File: config.mk
export PLATFORM = sky130hd
export DESIGN_NAME = lagd_addr_region_table_flat
export DESIGN_NICKNAME = d
export VERILOG_FILES = /design/src/rtl/lagd_addr_region_table_if.sv /design/src/rtl/lagd_addr_region_table.sv /design/src/flat_wrapper.sv
export SDC_FILE = /design/constraint.sdc
export NUM_CORES = 2
export LEC_CHECK = 0
export ABC_AREA = 1
export CAP_MARGIN = 20
export CORE_MARGIN = 2
export CORE_UTILIZATION = 50
export CTS_CLUSTER_SIZE = 40
export DETAILED_ROUTE_END_ITERATION = 7
export PLACE_DENSITY = 0.7
export SYNTH_ARGS = -nofsm -noshare
export SYNTH_HDL_FRONTEND = slang
export SYNTH_SLANG_ARGS = --single-unit
File: constraint.sdc
create_clock -name clk_i -period 7.6 [get_ports clk_i]
set_input_delay 1.14 -clock clk_i [delete_from_list [all_inputs] [get_ports clk_i]]
set_output_delay 1.14 -clock clk_i [all_outputs]
set_load 0.03 [all_outputs]
File: src/rtl/lagd_addr_region_table_if.sv
// lagd_addr_region_table_if
//   Bundles the config-write, lock and lookup handshakes of the
//   address-region table.
//   slave  : table side (lagd_addr_region_table)
//   master : requester side (config agent / demux)
// Signals:
//   cfg_valid_i/cfg_ready_o   config write handshake
//   cfg_rule_i                target entry
//   cfg_start_i/cfg_end_i     region bounds (end inclusive)
//   cfg_idx_i/cfg_en_i        slave index / entry enable
//   cfg_done_o/cfg_err_o      completion pulse and status (0 ok, 1 overlap,
//                             2 locked, 3 bad range)
//   lock_i/locked_o           sticky lock request / state
//   req_*                     lookup request handshake + address
//   resp_*                    lookup response handshake + index/hit
interface lagd_addr_region_table_if #(
  parameter int unsigned AddrWidth = 48,
  parameter int unsigned IdxWidth  = 4,
  parameter int unsigned RuleW     = 3
);
  logic                 cfg_valid_i;
  logic                 cfg_ready_o;
  logic [RuleW-1:0]     cfg_rule_i;
  logic [AddrWidth-1:0] cfg_start_i;
  logic [AddrWidth-1:0] cfg_end_i;
  logic [IdxWidth-1:0]  cfg_idx_i;
  logic                 cfg_en_i;
  logic                 cfg_done_o;
  logic [1:0]           cfg_err_o;
  logic                 lock_i;
  logic                 locked_o;
  logic                 req_valid_i;
  logic                 req_ready_o;
  logic [AddrWidth-1:0] req_addr_i;
  logic                 resp_valid_o;
  logic                 resp_ready_i;
  logic [IdxWidth-1:0]  resp_idx_o;
  logic                 resp_hit_o;

  modport slave (
    input  cfg_valid_i, cfg_rule_i, cfg_start_i, cfg_end_i, cfg_idx_i,
           cfg_en_i, lock_i, req_valid_i, req_addr_i, resp_ready_i,
    output cfg_ready_o, cfg_done_o, cfg_err_o, locked_o, req_ready_o,
           resp_valid_o, resp_idx_o, resp_hit_o
  );

  modport master (
    output cfg_valid_i, cfg_rule_i, cfg_start_i, cfg_end_i, cfg_idx_i,
           cfg_en_i, lock_i, req_valid_i, req_addr_i, resp_ready_i,
    input  cfg_ready_o, cfg_done_o, cfg_err_o, locked_o, req_ready_o,
           resp_valid_o, resp_idx_o, resp_hit_o
  );
endinterface

File: src/rtl/lagd_addr_region_table.sv
// lagd_addr_region_table
//   Runtime-programmable address-region table. Holds NumRules regions
//   (start, inclusive end, slave index, enable), written through a config
//   handshake and frozen by a sticky lock. Lookups are pipelined through a
//   single output register; the lowest matching enabled entry wins, a miss
//   returns DefaultIdx with hit=0.
// Ports:
//   clk_i  clock
//   rst_i  synchronous active-high reset
//   bus    lagd_addr_region_table_if.slave (config, lock, lookup)
// Build option:
//   LAGD_ADDR_TABLE_OVERLAP_CHK_EN  when defined, enabled writes are checked
//   against every other enabled entry (one entry per cycle) and rejected with
//   err 1 on overlap. When undefined, enabled writes commit immediately.
//
// Config FSM:
//   state    | meaning
//   ST_IDLE  | ready for a config write
//   ST_CHECK | scanning entries for overlap (checker build only)
//   ST_DONE  | done pulse with status, not ready
module lagd_addr_region_table #(
  parameter int unsigned NumRules   = 8,
  parameter int unsigned AddrWidth  = 48,
  parameter int unsigned IdxWidth   = 4,
  parameter int unsigned DefaultIdx = 0,
  parameter int unsigned RuleW      = $clog2(NumRules)
) (
  input logic                     clk_i,
  input logic                     rst_i,
  lagd_addr_region_table_if.slave bus
);

  localparam logic [1:0] ErrOk     = 2'd0;
`ifdef LAGD_ADDR_TABLE_OVERLAP_CHK_EN
  localparam logic [1:0] ErrOvl    = 2'd1;
`endif
  localparam logic [1:0] ErrLocked = 2'd2;
  localparam logic [1:0] ErrRange  = 2'd3;

`ifdef LAGD_ADDR_TABLE_OVERLAP_CHK_EN
  typedef enum logic [1:0] {ST_IDLE = 2'd0, ST_CHECK = 2'd1, ST_DONE = 2'd2} state_e;
`else
  typedef enum logic [1:0] {ST_IDLE = 2'd0, ST_DONE = 2'd2} state_e;
`endif

  state_e r_state, w_state_nxt;

  logic [AddrWidth-1:0] r_start [NumRules];
  logic [AddrWidth-1:0] r_end   [NumRules];
  logic [IdxWidth-1:0]  r_idx   [NumRules];
  logic [NumRules-1:0]  r_en;
  logic                 r_locked;
  logic [1:0]           r_err, w_err_nxt;

  logic                 w_cfg_ready, w_cfg_acc;
  logic                 w_commit;
  logic [RuleW-1:0]     w_wr_rule;
  logic [AddrWidth-1:0] w_wr_start, w_wr_end;
  logic [IdxWidth-1:0]  w_wr_idx;
  logic                 w_wr_en;

  logic                 r_resp_valid, r_resp_hit;
  logic [IdxWidth-1:0]  r_resp_idx;
  logic                 w_req_ready, w_req_acc;
  logic                 w_lu_hit;
  logic [IdxWidth-1:0]  w_lu_idx;

`ifdef LAGD_ADDR_TABLE_OVERLAP_CHK_EN
  // Write fields latched on accept; the scan runs as a down-counter over all
  // entries, so r_k == 0 marks the last checked entry.
  logic [RuleW-1:0]     r_req_rule;
  logic [AddrWidth-1:0] r_req_start, r_req_end;
  logic [IdxWidth-1:0]  r_req_idx;
  logic [RuleW-1:0]     r_k;
  logic                 r_ovl;
  logic                 w_chk_start;
  logic                 w_ovl_now;

  assign w_ovl_now = r_en[r_k] && (r_k != r_req_rule) &&
                     (r_req_start <= r_end[r_k]) && (r_start[r_k] <= r_req_end);
`endif

  assign w_cfg_ready = (r_state == ST_IDLE) && !rst_i;
  assign w_cfg_acc   = bus.cfg_valid_i && w_cfg_ready;

  always_comb begin
    w_state_nxt = r_state;
    w_err_nxt   = r_err;
    w_commit    = 1'b0;
    w_wr_rule   = bus.cfg_rule_i;
    w_wr_start  = bus.cfg_start_i;
    w_wr_end    = bus.cfg_end_i;
    w_wr_idx    = bus.cfg_idx_i;
    w_wr_en     = bus.cfg_en_i;
`ifdef LAGD_ADDR_TABLE_OVERLAP_CHK_EN
    w_chk_start = 1'b0;
`endif
    case (r_state)
      ST_IDLE: begin
        if (w_cfg_acc) begin
          w_state_nxt = ST_DONE;
          if (r_locked) begin
            w_err_nxt = ErrLocked;
          end else if (bus.cfg_en_i && (bus.cfg_start_i > bus.cfg_end_i)) begin
            w_err_nxt = ErrRange;
          end else if (!bus.cfg_en_i) begin
            w_commit  = 1'b1;
            w_err_nxt = ErrOk;
          end else begin
`ifdef LAGD_ADDR_TABLE_OVERLAP_CHK_EN
            w_state_nxt = ST_CHECK;
            w_chk_start = 1'b1;
`else
            w_commit  = 1'b1;
            w_err_nxt = ErrOk;
`endif
          end
        end
      end
`ifdef LAGD_ADDR_TABLE_OVERLAP_CHK_EN
      ST_CHECK: begin
        if (r_k == '0) begin
          w_state_nxt = ST_DONE;
          w_wr_rule   = r_req_rule;
          w_wr_start  = r_req_start;
          w_wr_end    = r_req_end;
          w_wr_idx    = r_req_idx;
          w_wr_en     = 1'b1;
          // r_ovl does not yet include the entry compared this cycle
          if (r_ovl || w_ovl_now) begin
            w_err_nxt = ErrOvl;
          end else begin
            w_commit  = 1'b1;
            w_err_nxt = ErrOk;
          end
        end
      end
`endif
      ST_DONE: w_state_nxt = ST_IDLE;
      default: w_state_nxt = ST_IDLE;
    endcase
  end

  always_ff @(posedge clk_i) begin
    if (rst_i) begin
      r_state  <= ST_IDLE;
      r_err    <= ErrOk;
      r_locked <= 1'b0;
    end else begin
      r_state  <= w_state_nxt;
      r_err    <= w_err_nxt;
      r_locked <= r_locked | bus.lock_i;
    end
  end

`ifdef LAGD_ADDR_TABLE_OVERLAP_CHK_EN
  always_ff @(posedge clk_i) begin
    if (rst_i) begin
      r_req_rule  <= '0;
      r_req_start <= '0;
      r_req_end   <= '0;
      r_req_idx   <= '0;
      r_k         <= '0;
      r_ovl       <= 1'b0;
    end else if (w_chk_start) begin
      r_req_rule  <= bus.cfg_rule_i;
      r_req_start <= bus.cfg_start_i;
      r_req_end   <= bus.cfg_end_i;
      r_req_idx   <= bus.cfg_idx_i;
      r_k         <= RuleW'(NumRules - 1);
      r_ovl       <= 1'b0;
    end else if (r_state == ST_CHECK) begin
      if (r_k != '0) r_k <= r_k - 1'b1;
      r_ovl <= r_ovl | w_ovl_now;
    end
  end
`endif

  always_ff @(posedge clk_i) begin
    if (rst_i) begin
      for (int i = 0; i < NumRules; i++) begin
        r_start[i] <= '0;
        r_end[i]   <= '0;
        r_idx[i]   <= '0;
      end
      r_en <= '0;
    end else if (w_commit) begin
      r_start[w_wr_rule] <= w_wr_start;
      r_end[w_wr_rule]   <= w_wr_end;
      r_idx[w_wr_rule]   <= w_wr_idx;
      r_en[w_wr_rule]    <= w_wr_en;
    end
  end

  // Descending scan so the lowest matching entry is assigned last and wins.
  always_comb begin
    w_lu_hit = 1'b0;
    w_lu_idx = IdxWidth'(DefaultIdx);
    for (int i = NumRules - 1; i >= 0; i--) begin
      if (r_en[i] && (bus.req_addr_i >= r_start[i]) && (bus.req_addr_i <= r_end[i])) begin
        w_lu_hit = 1'b1;
        w_lu_idx = r_idx[i];
      end
    end
  end

  assign w_req_ready = (!r_resp_valid || bus.resp_ready_i) && !rst_i;
  assign w_req_acc   = bus.req_valid_i && w_req_ready;

  always_ff @(posedge clk_i) begin
    if (rst_i) begin
      r_resp_valid <= 1'b0;
      r_resp_hit   <= 1'b0;
      r_resp_idx   <= IdxWidth'(DefaultIdx);
    end else if (w_req_acc) begin
      r_resp_valid <= 1'b1;
      r_resp_hit   <= w_lu_hit;
      r_resp_idx   <= w_lu_idx;
    end else if (bus.resp_ready_i) begin
      r_resp_valid <= 1'b0;
    end
  end

  assign bus.cfg_ready_o  = w_cfg_ready;
  assign bus.cfg_done_o   = (r_state == ST_DONE);
  assign bus.cfg_err_o    = (r_state == ST_DONE) ? r_err : ErrOk;
  assign bus.locked_o     = r_locked;
  assign bus.req_ready_o  = w_req_ready;
  assign bus.resp_valid_o = r_resp_valid;
  assign bus.resp_hit_o   = r_resp_hit;
  assign bus.resp_idx_o   = r_resp_idx;

endmodule
File: src/flat_wrapper.sv
// flat-port wrapper written by rule: the top's interface ports become plain ports
module lagd_addr_region_table_flat 
#(
  parameter int unsigned NumRules   = 8,
  parameter int unsigned AddrWidth  = 48,
  parameter int unsigned IdxWidth   = 4,
  parameter int unsigned DefaultIdx = 0,
  parameter int unsigned RuleW      = $clog2(NumRules)
)
  (clk_i, rst_i, bus_cfg_valid_i, bus_cfg_rule_i, bus_cfg_start_i, bus_cfg_end_i, bus_cfg_idx_i, bus_cfg_en_i, bus_lock_i, bus_req_valid_i, bus_req_addr_i, bus_resp_ready_i, bus_cfg_ready_o, bus_cfg_done_o, bus_cfg_err_o, bus_locked_o, bus_req_ready_o, bus_resp_valid_o, bus_resp_idx_o, bus_resp_hit_o);
  lagd_addr_region_table_if #(.AddrWidth(AddrWidth), .IdxWidth(IdxWidth), .RuleW(RuleW)) bus_i ();
  input logic clk_i;
  input logic rst_i;
  input wire logic [$bits(bus_i.cfg_valid_i)-1:0] bus_cfg_valid_i;
  input wire logic [$bits(bus_i.cfg_rule_i)-1:0] bus_cfg_rule_i;
  input wire logic [$bits(bus_i.cfg_start_i)-1:0] bus_cfg_start_i;
  input wire logic [$bits(bus_i.cfg_end_i)-1:0] bus_cfg_end_i;
  input wire logic [$bits(bus_i.cfg_idx_i)-1:0] bus_cfg_idx_i;
  input wire logic [$bits(bus_i.cfg_en_i)-1:0] bus_cfg_en_i;
  input wire logic [$bits(bus_i.lock_i)-1:0] bus_lock_i;
  input wire logic [$bits(bus_i.req_valid_i)-1:0] bus_req_valid_i;
  input wire logic [$bits(bus_i.req_addr_i)-1:0] bus_req_addr_i;
  input wire logic [$bits(bus_i.resp_ready_i)-1:0] bus_resp_ready_i;
  output wire logic [$bits(bus_i.cfg_ready_o)-1:0] bus_cfg_ready_o;
  output wire logic [$bits(bus_i.cfg_done_o)-1:0] bus_cfg_done_o;
  output wire logic [$bits(bus_i.cfg_err_o)-1:0] bus_cfg_err_o;
  output wire logic [$bits(bus_i.locked_o)-1:0] bus_locked_o;
  output wire logic [$bits(bus_i.req_ready_o)-1:0] bus_req_ready_o;
  output wire logic [$bits(bus_i.resp_valid_o)-1:0] bus_resp_valid_o;
  output wire logic [$bits(bus_i.resp_idx_o)-1:0] bus_resp_idx_o;
  output wire logic [$bits(bus_i.resp_hit_o)-1:0] bus_resp_hit_o;
  assign bus_i.cfg_valid_i = bus_cfg_valid_i;
  assign bus_i.cfg_rule_i = bus_cfg_rule_i;
  assign bus_i.cfg_start_i = bus_cfg_start_i;
  assign bus_i.cfg_end_i = bus_cfg_end_i;
  assign bus_i.cfg_idx_i = bus_cfg_idx_i;
  assign bus_i.cfg_en_i = bus_cfg_en_i;
  assign bus_i.lock_i = bus_lock_i;
  assign bus_i.req_valid_i = bus_req_valid_i;
  assign bus_i.req_addr_i = bus_req_addr_i;
  assign bus_i.resp_ready_i = bus_resp_ready_i;
  assign bus_cfg_ready_o = bus_i.cfg_ready_o;
  assign bus_cfg_done_o = bus_i.cfg_done_o;
  assign bus_cfg_err_o = bus_i.cfg_err_o;
  assign bus_locked_o = bus_i.locked_o;
  assign bus_req_ready_o = bus_i.req_ready_o;
  assign bus_resp_valid_o = bus_i.resp_valid_o;
  assign bus_resp_idx_o = bus_i.resp_idx_o;
  assign bus_resp_hit_o = bus_i.resp_hit_o;
  lagd_addr_region_table #(.NumRules(NumRules), .AddrWidth(AddrWidth), .IdxWidth(IdxWidth), .DefaultIdx(DefaultIdx), .RuleW(RuleW)) u_core (.clk_i(clk_i), .rst_i(rst_i), .bus(bus_i));
endmodule
Word level (Yosys, flattened, before mapping)

Memory sizes are Yosys's and may differ from the RTL's.
Index checks and enable logic that the tools add are counted.

Flip-flop bits (word level): 18
RAM bits: 800
Input bits: 158
Output and inout bits: 12
Logic and storage cells: 105
Memories kept: 3

Memory list:

| name           | depth | bits a word | rd ports | clocked after memory_dff | write ports | line                         | source |
|---|---|---|---|---|---|---|---|
| u_core.r_end   | 8     | 48          | 8        | 0                        | 8           | lagd_addr_region_table.sv:49 | `logic [AddrWidth-1:0] r_end [NumRules];` |
| u_core.r_start | 8     | 48          | 8        | 0                        | 8           | lagd_addr_region_table.sv:48 | `logic [AddrWidth-1:0] r_start [NumRules];` |
| u_core.r_idx   | 8     | 4           | 8        | 0                        | 8           | lagd_addr_region_table.sv:50 | `logic [IdxWidth-1:0] r_idx [NumRules];` |

$lt $le $gt $ge: 19
Multiplexer cells: 42
Bitwise logic cells: 2
Reduce and logical (&&, ||, !) cells: 32

Operator list:

| kind                                                | count |
|---|---|
| >= comparator 48 bit                                | 8 |
| <= comparator 48 bit                                | 8 |
| 2-to-1 mux 48 bit                                   | 2 |
| OR reduction 48 bit                                 | 2 |
| greater-than comparator 48 bit                      | 1 |
| 2-to-1 mux 4 bit                                    | 9 |
| 2-to-1 mux 1 bit                                    | 23 |
| logical AND 1 bit                                   | 22 |
| 2-to-1 mux 3 bit                                    | 3 |
| bitwise mux 8 bit                                   | 1 |
| 2-to-1 mux 2 bit                                    | 3 |
| < comparator 3 x 4 -> 1 bit, second input constant  | 1 |
| OR reduction 4 bit                                  | 1 |
| demux 1 bit (select 3 bit)                          | 1 |
| >= comparator 3 x 1 -> 1 bit, second input constant | 1 |
| zero test 1 bit                                     | 2 |
| zero test 2 bit                                     | 1 |
| AND reduction 2 bit                                 | 1 |
| nonzero test 2 bit                                  | 1 |
| OR reduction 2 bit                                  | 1 |
| logical OR 1 bit                                    | 1 |
| inverter 1 bit                                      | 1 |
| OR 1 bit                                            | 1 |

Depth between registers and ports, before layout

An unclocked memory read counts as a cell.

Depth after elaboration: 12
Gate-level depth with buffers: 25
Gate-level depth less buffers: 25

Worst setup path after synthesis

Ideal clock, no wire load.

Path type: input to register
From: in bus_cfg_end_i[3]
To: mem u_core.r_end[2][0], enable pin
Setup time: 462 ps
Data arrival time: 5174 ps
Required time: 7138 ps
Path slack: 1963 ps
Stages: 15
Path buffers: 2
Cell sequence: clkinv_1 > ha_1 > nand2_1 > inv_1 > a221oi_1 > o221ai_1 > a21oi_1 > nor2_1 > nor2_2 > nand2_2 > nand2_4 > nand4_1 > buf_2 > buf_6 > nand2_1

RTL lines:

| item               | line                         | source |
|---|---|---|
| start: declaration | flat_wrapper.sv:17           | `input wire logic [$bits(bus_i.cfg_end_i)-1:0] bus_cfg_end_i;` |
| end: declaration   | lagd_addr_region_table.sv:49 |  |

==> out/results.ini <==
[routing]
first_iter_violations = 3274
routed-via-count = 37800
routed_wl_microns = 141000
dr.pass1.iters = 8
wire_per_inst_microns = 20.3
detail_route.vias_per_cell = 5.46
drtAntennaViolNets = 0
drc = 0

[yosys]
synth.largest_area_cell = edfxtp_1
synth_fp_nets = 6296
synth-simple-area-share_pct = 15.7
synth_fa_ha_area_share_pct = 20.2
synth_compound_area_share_pct = 6.33
syn_avg_cell_area_sq_um = 9.49
yosys-top-cells-area = edfxtp_1 48%, ha_1 20%, nor2_1 7.7%
synthCells = 5322
synth_top_family_by_area = adder cells
synth_xor_area_share_pct = 0
ys_types = 41
synth_seq_cells = 818
ys_seq_area_share_pct = 48.3
synth_area_sq_mm = 0.0505
yosysMostFrequentCell = nor2_1
synthMuxAreaShare_pct = 0
synth_commonest_cells = 1031 x nor2_1, 998 x inv_1, 816 x ha_1
yosysWarnings = 0
synth_enable_flop_cells = 800
synth_top_cell_area_share_pct = 47.6
synthArstFlopShare_pct = 0
ys.flop_type = edfxtp_1

[min_path]
holdPathEnd = u_core.r_en[1]
hold-path-cell-count = 2
worstHoldPathType = flip-flop to flip-flop
hold_path_startpoint = u_core.r_en[1]

[power]
ir_drop_uv = 156
power_density_mw_per_mm2 = 200
p_leak_nw = 26.2

[worst_setup_path]
start_kind = primary input
reg2reg_depth = 17
rr_endpoint = u_core.bus.resp_idx_o[3]
cpPeakStageDelay_ns = 0.94
cpMaxStageDelayCell = nor3_1
path_cells = clkdlybuf4s50_1 -> clkinv_1 -> ha_1 -> nand2_1 -> inv_1 -> nand3_1 -> nor3_1 -> nand4_1 -> nor2_1 -> nor2_2 -> nand2_2 -> nand2_4 -> nand4_1 -> buf_4 -> buf_4 -> nor2_1
critPathKind = primary input to flip-flop
crit_required_ns = 7.98
rrSetupSlack_ns = 3.93
worst_setup_path_end_kind = flip-flop
reg2reg_from = u_core.r_end[3][43]
cp_max_fo = 53
cp.arrival_ns = 5.86

[sta]
post-route-period-util_pct = 72.2
slew_headroom_pct = 17.1
min_period_ns = 5.48
finalMaxSlewViolations = 0
fin_ws_ns = 2.12
finalSetupTns_ns = 0
hold_viol = 0
fin_skew_ns = 0.0349
rsz0062_at_grt = false
fmax_ghz = 0.182
setup_viol = 0
worst_pin_slew_ns = 1.23

[cts]
clkSlewWorstSetupHoldPaths_ns = 0.06
ctsHoldBuffers = 0
clk_latency_ns = 0.67
clockBufferDepth = 3
ctsHtreeMaxLevel = 3
cts_buffers = 91
cts_num_sinks = 818
post_cts_resized = 0
cts_tree = built
root_buffer = clkbuf_16
postCtsSetupBuffers = 0

[outcome]
status = finished clean

[global_route]
grt_usage_pct = 27.2
antenna_found_initial = 2
grt_start_max_net_pins = 81
grt_pass1_vias = 36500
overflow = 0
grt_first_pass_wirelength_microns = 210000

[floorplan]
die_height_microns = 322
initial_core_util_pct = 50.4
die-area_sq_mm = 0.104
num_rows = 116
die_x_microns = 322
io_pins = 170
coreArea_sq_mm = 0.100

[place]
gp_congestion = 0.888
hpwl_microns = 97000
io_buffer_count = 169
pre_cts_ws_ns = 1.61
place_inst = 6760

[finish]
nNetsFinal = 6531
fill_cells = 8532
instances_no_fill = 6932
syn2layout_area_growth_pct = 12.4
drive_gt1_share_pct = 3.94

[run]
maxCapViolCount = 0

[cells by family after synthesis]
family / after synthesis
AOI/OAI and AO/OA: 590
adders and majority gates: 816
buffers and inverters: 1137
DFF: 818
and+or+nand+nor: 1961
[per-stage QoR]
step	area [sq um]	hold WS, ns	utilization [%]	total power [mW]
after floorplan	50500	0.444	-	6.13
after detailed placement	53600	0.461	53.5	6.74
after global placement	53600	0.458	53.5	6.66
final	56700	0.470	56.6	11.3
after CTS	56700	0.469	56.6	11.4
after global routing	56700	0.484	56.6	11.7
[state kept, by name, indices dropped and copies added (netlist names)]
name / cells
u_core.r_start: 384
u_core.r_idx: 32
u_core.r_end: 384
u_core.bus.resp_hit_o: 1
u_core.r_err: 2
u_core.r_state: 1
u_core.bus.locked_o: 1
u_core.bus.resp_idx_o: 4
u_core.bus.resp_valid_o: 1
u_core.r_en: 8
[cell type report]
class                   count  area (sq um)  share of cell area (%)
clock inverters            52           643                    1.13
flip-flops and latches    818         24400                    43.0
multi-input cells        3367         21400                    37.7
clock buffers             117          2500                    4.40
well taps                1298          1620                    2.86
inverters                1047          3930                    6.93
diodes                      1          2.50                 0.00441
repair buffers            232          2270                    3.99
[how the worst max path moves through the flow]
stage	startpoint	end	slack (ns)	cells past startpoint
after CTS	bus_cfg_end_i[46]	u_core.r_end[1][27]	2.28	16
final	bus_cfg_end_i[46]	u_core.r_end[7][25]	2.12	16
after floorplan	bus_cfg_end_i[3]	u_core.r_end[2][0]	1.96	15
after global routing	bus_cfg_end_i[46]	u_core.r_end[7][27]	1.88	16
after detailed placement	bus_cfg_end_i[46]	u_core.r_end[7][19]	1.61	16
after global placement	bus_cfg_end_i[47]	u_core.r_end[7][36]	1.63	16
[report_power, final]
part,internal (mW),total [mW],switching [mW]
clock network,2.80,4.67,1.87
logic,0.508,1.49,0.986
registers,5.12,5.17,0.0484
[routing by layer]
layer / track usage (%) / wire length [microns] / vias up
li1: - / - / 18100
met1: 34.3 / 56300 / 18000
met2: 45.6 / 66100 / 1439
met3: 4.60 / 11900 / 283
met4: 12.6 / 6640 / 0
met5: 0 / 0 / -
[cells in the final DEF (no fill, tap or decap), types with 17 or more instances in the layout]
cell type           n
dfxtp_1            18
nand4_1            90
clkinv_2           17
inv_1             998
nor2_1           1031
nand2_1           660
buf_4              53
clkbuf_1           17
nand3_1           103
edfxtp_1          800
o21ai_0           117
clkinv_1           62
a21oi_1           379
clkdlybuf4s50_1   169
clkbuf_16          94
ha_1              816
o21a_1             28
nor3_1             31
o211ai_1           18
[critical path, delay by kind of cell]
| kind | cells | cell delay (ns) |
|---|---|---|
| buffers and inverters | 5 | 2.22 |
| adders and majority gates | 1 | 0.42 |
| and+or+nand+nor | 10 | 2.03 |
(Power assumes the default switching activity.)
